<file path="src/rtl/fir_stream_arbiter.sv">
// fir_stream_arbiter: round-robin packet arbiter sharing one FIR between two AXI-Stream
// requesters, with a tag FIFO steering the filtered stream back in grant order.
module fir_stream_arbiter #(
  parameter int C_S00_AXIS_TDATA_WIDTH = 32,
  parameter int TAG_DEPTH = 4
) (
  input  logic                              s00_axis_aclk,
  input  logic                              s00_axis_aresetn,
  input  logic [C_S00_AXIS_TDATA_WIDTH-1:0] s00_axis_tdata,
  input  logic                              s00_axis_tvalid,
  input  logic                              s00_axis_tlast,
  output logic                              s00_axis_tready,
  input  logic [C_S00_AXIS_TDATA_WIDTH-1:0] s01_axis_tdata,
  input  logic                              s01_axis_tvalid,
  input  logic                              s01_axis_tlast,
  output logic                              s01_axis_tready,
  output logic [C_S00_AXIS_TDATA_WIDTH-1:0] m00_axis_tdata,
  output logic                              m00_axis_tvalid,
  output logic                              m00_axis_tlast,
  input  logic                              m00_axis_tready,
  input  logic [C_S00_AXIS_TDATA_WIDTH-1:0] s02_axis_tdata,
  input  logic                              s02_axis_tvalid,
  input  logic                              s02_axis_tlast,
  output logic                              s02_axis_tready,
  output logic [C_S00_AXIS_TDATA_WIDTH-1:0] m01_axis_tdata,
  output logic                              m01_axis_tvalid,
  output logic                              m01_axis_tlast,
  input  logic                              m01_axis_tready,
  output logic [C_S00_AXIS_TDATA_WIDTH-1:0] m02_axis_tdata,
  output logic                              m02_axis_tvalid,
  output logic                              m02_axis_tlast,
  input  logic                              m02_axis_tready,
  output logic [1:0]                        grant,
  output logic [$clog2(TAG_DEPTH):0]        inflight
);
  localparam int AW = $clog2(TAG_DEPTH);
  localparam logic [AW:0] DEPTH_C = (AW+1)'(TAG_DEPTH);
  typedef enum logic [1:0] {IDLE, GRANT0, GRANT1} state_t;
  state_t state_q, state_d;
  logic last_q, last_d;
  logic [TAG_DEPTH-1:0] tags_q;
  logic [AW-1:0] wr_q, rd_q;
  logic [AW:0] cnt_q, cnt_d;
  logic push, pop, tag, g0, g1, head, empty, sel0, sel1, end_pkt;
  assign g0 = state_q == GRANT0;
  assign g1 = state_q == GRANT1;
  assign grant = {g1, g0};
  assign m00_axis_tdata  = g0 ? s00_axis_tdata : g1 ? s01_axis_tdata : '0;
  assign m00_axis_tvalid = g0 ? s00_axis_tvalid : g1 & s01_axis_tvalid;
  assign m00_axis_tlast  = g0 ? s00_axis_tlast : g1 & s01_axis_tlast;
  assign s00_axis_tready = g0 & m00_axis_tready;
  assign s01_axis_tready = g1 & m00_axis_tready;
  assign end_pkt = m00_axis_tvalid & m00_axis_tready & m00_axis_tlast;
  // last_q records who was served last; reset to 1 so requester 0 wins the first tie
  always_comb begin
    state_d = state_q;
    last_d = last_q;
    push = 1'b0;
    tag = 1'b0;
    if (state_q == IDLE) begin
      if (cnt_q < DEPTH_C && (s00_axis_tvalid || s01_axis_tvalid)) begin
        push = 1'b1;
        tag = (s00_axis_tvalid && s01_axis_tvalid) ? ~last_q : s01_axis_tvalid;
        state_d = tag ? GRANT1 : GRANT0;
      end
    end else if (end_pkt) begin
      state_d = IDLE;
      last_d = g1;
    end
  end
  assign empty = cnt_q == '0;
  assign head = tags_q[rd_q];
  assign sel0 = ~empty & ~head;
  assign sel1 = ~empty & head;
  assign s02_axis_tready = sel0 ? m01_axis_tready : sel1 & m02_axis_tready;
  assign m01_axis_tdata  = sel0 ? s02_axis_tdata : '0;
  assign m01_axis_tvalid = sel0 & s02_axis_tvalid;
  assign m01_axis_tlast  = sel0 & s02_axis_tlast;
  assign m02_axis_tdata  = sel1 ? s02_axis_tdata : '0;
  assign m02_axis_tvalid = sel1 & s02_axis_tvalid;
  assign m02_axis_tlast  = sel1 & s02_axis_tlast;
  assign pop = s02_axis_tvalid & s02_axis_tready & s02_axis_tlast;
  assign cnt_d = cnt_q + (AW+1)'(push) - (AW+1)'(pop);
  assign inflight = cnt_q;
  always_ff @(posedge s00_axis_aclk or negedge s00_axis_aresetn) begin
    if (!s00_axis_aresetn) begin
      state_q <= IDLE;
      last_q <= 1'b1;
      tags_q <= '0;
      wr_q <= '0;
      rd_q <= '0;
      cnt_q <= '0;
    end else begin
      state_q <= state_d;
      last_q <= last_d;
      cnt_q <= cnt_d;
      if (push) begin
        tags_q[wr_q] <= tag;
        wr_q <= wr_q + AW'(1);
      end
      if (pop) rd_q <= rd_q + AW'(1);
    end
  end
endmodule
</file>
<file path="config.mk">
export PLATFORM = sky130hd
export DESIGN_NAME = fir_stream_arbiter
export DESIGN_NICKNAME = d
export VERILOG_FILES = /design/src/rtl/fir_stream_arbiter.sv
export SDC_FILE = /design/constraint.sdc
export NUM_CORES = 1
export LEC_CHECK = 0
export BUFFER_PORTS_ARGS = -buffer_cell sky130_fd_sc_hd__buf_2
export CAP_MARGIN = 20
export CORE_AREA = 2 2 83 85
export DETAILED_ROUTE_END_ITERATION = 7
export DIE_AREA = 0 0 85 87
export PLACE_DENSITY = 0.68
export SKIP_CTS_REPAIR_TIMING = 1
export SKIP_LAST_GASP = 1
export SLEW_MARGIN = 30
export SYNTH_ARGS = -nofsm -noshare
export SYNTH_HDL_FRONTEND = slang
export SYNTH_SLANG_ARGS = --single-unit
</file>
<file path="constraint.sdc">
create_clock -name s00_axis_aclk -period 3.94 [get_ports s00_axis_aclk]
set_clock_uncertainty 0.15 [all_clocks]
set_input_delay 0.197 -clock s00_axis_aclk [delete_from_list [all_inputs] [get_ports s00_axis_aclk]]
set_output_delay 0.197 -clock s00_axis_aclk [all_outputs]
set_load 0.05 [all_outputs]
</file>
==> run_results.csv <==
group,metric,value,unit
timing,hold_viol_final,0,
logic_synthesis,syn_inst,226,
clock_network,clock_sinks,14,
floorplanning,die_w,85,um
power,power_density,394,mW/mm^2
final_layout,drive_above_1_share,55.2,%
timing,setup_slack,1.16,ns
placement,dpl.hpwl,5600,um
logic_synthesis,yosys.area.top_type,"dfrtp_1",
global_route,grt_max_degree,36,
final_layout,num_antenna_cells,0,
logic_synthesis,synth.most_common_cell,"nor2_1",
setup_path,path_class,"reg -> reg",
setup_path,cp.arrival,2.77,ns
logic_synthesis,synth.distinct_cells,32,
detailed_routing,ant_nets,0,
floorplanning,dieArea,0.00740,mm^2
clock_network,clock_latency,0.25,ns
timing,setup_violations,0,
final_layout,final_cells,511,
detailed_routing,drt_wl_total,6550,um
power,p_leak,1.79,nW
placement,port_buffers,216,
logic_synthesis,yosysTopAreaCellShare,20.4,%
timing,worst_slew_pin_slew,0.701,ns
floorplanning,rows,30,
placement,pre_cts_slack,0.630,ns
floorplanning,die_h,87,um
setup_path,crit_required,3.92,ns
detailed_routing,drc,0,
detailed_routing,dr_total_vias,2317,
logic_synthesis,synthTopCellsByCount,"nor2_1 (71), nand2_1 (40), a22o_1 (34), dfrtp_1 (13)",
logic_synthesis,synth-async-reset-ratio,100,%
global_route,grt_pass1_vias,1902,
logic_synthesis,ys_seq_elements,14,
setup_path,path_max_fanout,8,
logic_synthesis,syn_area,0.00160,mm^2
job,max_cap_violations,0,
floorplanning,core-area,0.00657,mm^2
detailed_routing,firstDrtPassIters,5,
clock_network,cts_made_buffers,3,
logic_synthesis,syn_area_per_cell,7.06,um^2
logic_synthesis,synth_warnings,0,
timing,tns,0,ns
setup_path,crit_path_end_kind,"flop",
timing,finalCritPeriodShare,70.6,%
global_route,overflow,0,
logic_synthesis,yosysSeqAreaShare,22.0,%
clock_network,clk_path_buf_depth,2,
placement,dpl.cell_count,505,
floorplanning,start_util,24.3,%
timing,fmax,359,MHz
setup_path,critPathLaunchType,"flop",
final_layout,area_growth,74.5,%
logic_synthesis,ys.flop_type,"dfrtp_1",
clock_network,htreeDepth,1,
logic_synthesis,synth_edf_count,0,
global_route,grt_pass1_wl,9410,um
timing,rsz0062_at_grt,"false",
power,ir_drop,0.238,mV
floorplanning,num_io_pins,217,
detailed_routing,routedWlPerCell,12.8,um
global_route,antenna_found_initial,1,
logic_synthesis,yosys-top-cells-area,"dfrtp_1 (20%), a22o_1 (19%), nor2_1 (17%)",
timing,maxSlewViolCount,0,
final_layout,layout.nets,546,
logic_synthesis,mappedNetlistNets,340,
global_route,grt.total_usage,15.6,%
placement,finalWeightedCongestion,0.831,
detailed_routing,drtIter0Drc,73,
final_layout,utilization,42.4,%
clock_network,cts_tree,"done",
timing,slew_headroom,52.8,%
hold_path,hold_class,"in -> reg",
clock_network,cts_root_buf,"clkbuf_8",
status,status,"finished clean",
detailed_routing,via_per_inst,4.53,
clock_network,clk_pin_slew,0.06,ns
timing,fin_crit,2.78,ns
## worst paths after layout
| path | from | end | slack [ns] | cells past startpoint |
|---|---|---|---|---|
| min in group asynchronous | s00_axis_aresetn | wr_q[1] | 0.23 | 2 |
| worst min register to register | tags_q[0] | tags_q[0] | 0.35 | 1 |
| max in group asynchronous | s00_axis_aresetn | last_q | 3.12 | 2 |
| worst max-delay path | rd_q[1] | inflight[2] | 1.16 | 11 |
| worst max register to register | rd_q[1] | inflight[2] | 1.16 | 11 |
| worst min-delay path | m02_axis_tready | rd_q[0] | 0.17 | 3 |
## through the flow
stage	hold WS (ns)	power (W)	cell area (um^2)
finish	0.165	0.00110	2790
global route	0.204	0.00117	2790
CTS	-0.303	0.00111	2760
detailed placement	-0.0299	0.000962	2710
global placement	-0.0406	0.000950	2710
floorplan	-0.249	0.000764	1600
## critical path, stage by stage (launching register included)
cell,delay (ns)
dfrtp_1,0.42
mux2i_1,0.43
mux2i_4,0.20
mux2i_1,0.23
nor2_1,0.07
ha_1,0.27
inv_1,0.06
ha_1,0.14
inv_1,0.05
fa_1,0.37
xnor2_1,0.14
xnor2_1,0.13
## cell families after synthesis
| kind of cell | count (synthesis) | synth area share, % |
|---|---|---|
| simple gates | 121 | 31.5 |
| compound gates | 40 | 20.9 |
| buf+inv | 28 | 8.15 |
| flops | 14 | 22.0 |
| mux | 12 | 9.25 |
| fa+ha+maj | 7 | 5.96 |
| xor+xnor | 4 | 2.19 |
## final cells by class
type / instances / area (um^2)
fill: 682 / 3780
inverter: 8 / 30.0
sequential: 14 / 352
tap: 80 / 100
timing repair buffer: 221 / 1130
clock buffer: 4 / 55.1
multi-input combinational: 184 / 1120
## state kept, by name, indices dropped and copies added, names as in the netlist
name,cells
last_q,1
state_q,2
rd_q,2
wr_q,2
tags_q,4
inflight,3
## layer usage
metal	share of wire (%)	wire, um	GRT usage (%)
met1	43	2820	20.6
met2	47	3080	25.4
met3	7.9	518	4.08
met4	1.8	119	4.33
met5	0.20	13	0
## where the power goes
group | switching, W | internal (W)
registers | 0.0000435 | 0.000173
clock network | 0.0000530 | 0.0000886
logic | 0.000549 | 0.000190
total | 0.000646 | 0.000451
## layout by cell type (no fill, tap or decap), types with 2 or more instances in the layout
cell type | Yosys | routed
buf_2 | 8 | 216
nor2_1 | 71 | 71
nand2_1 | 40 | 40
a22o_1 | 34 | 34
dfrtp_1 | 13 | 13
inv_1 | 8 | 8
ha_1 | 6 | 6
mux2_2 | 5 | 5
mux2i_1 | 4 | 4
clkbuf_8 | 0 | 4
xnor2_1 | 3 | 3
o21ai_0 | 3 | 3
buf_4 | 2 | 3
nor2b_2 | 0 | 2
and2_1 | 2 | 2
(Power assumes the default switching activity.)
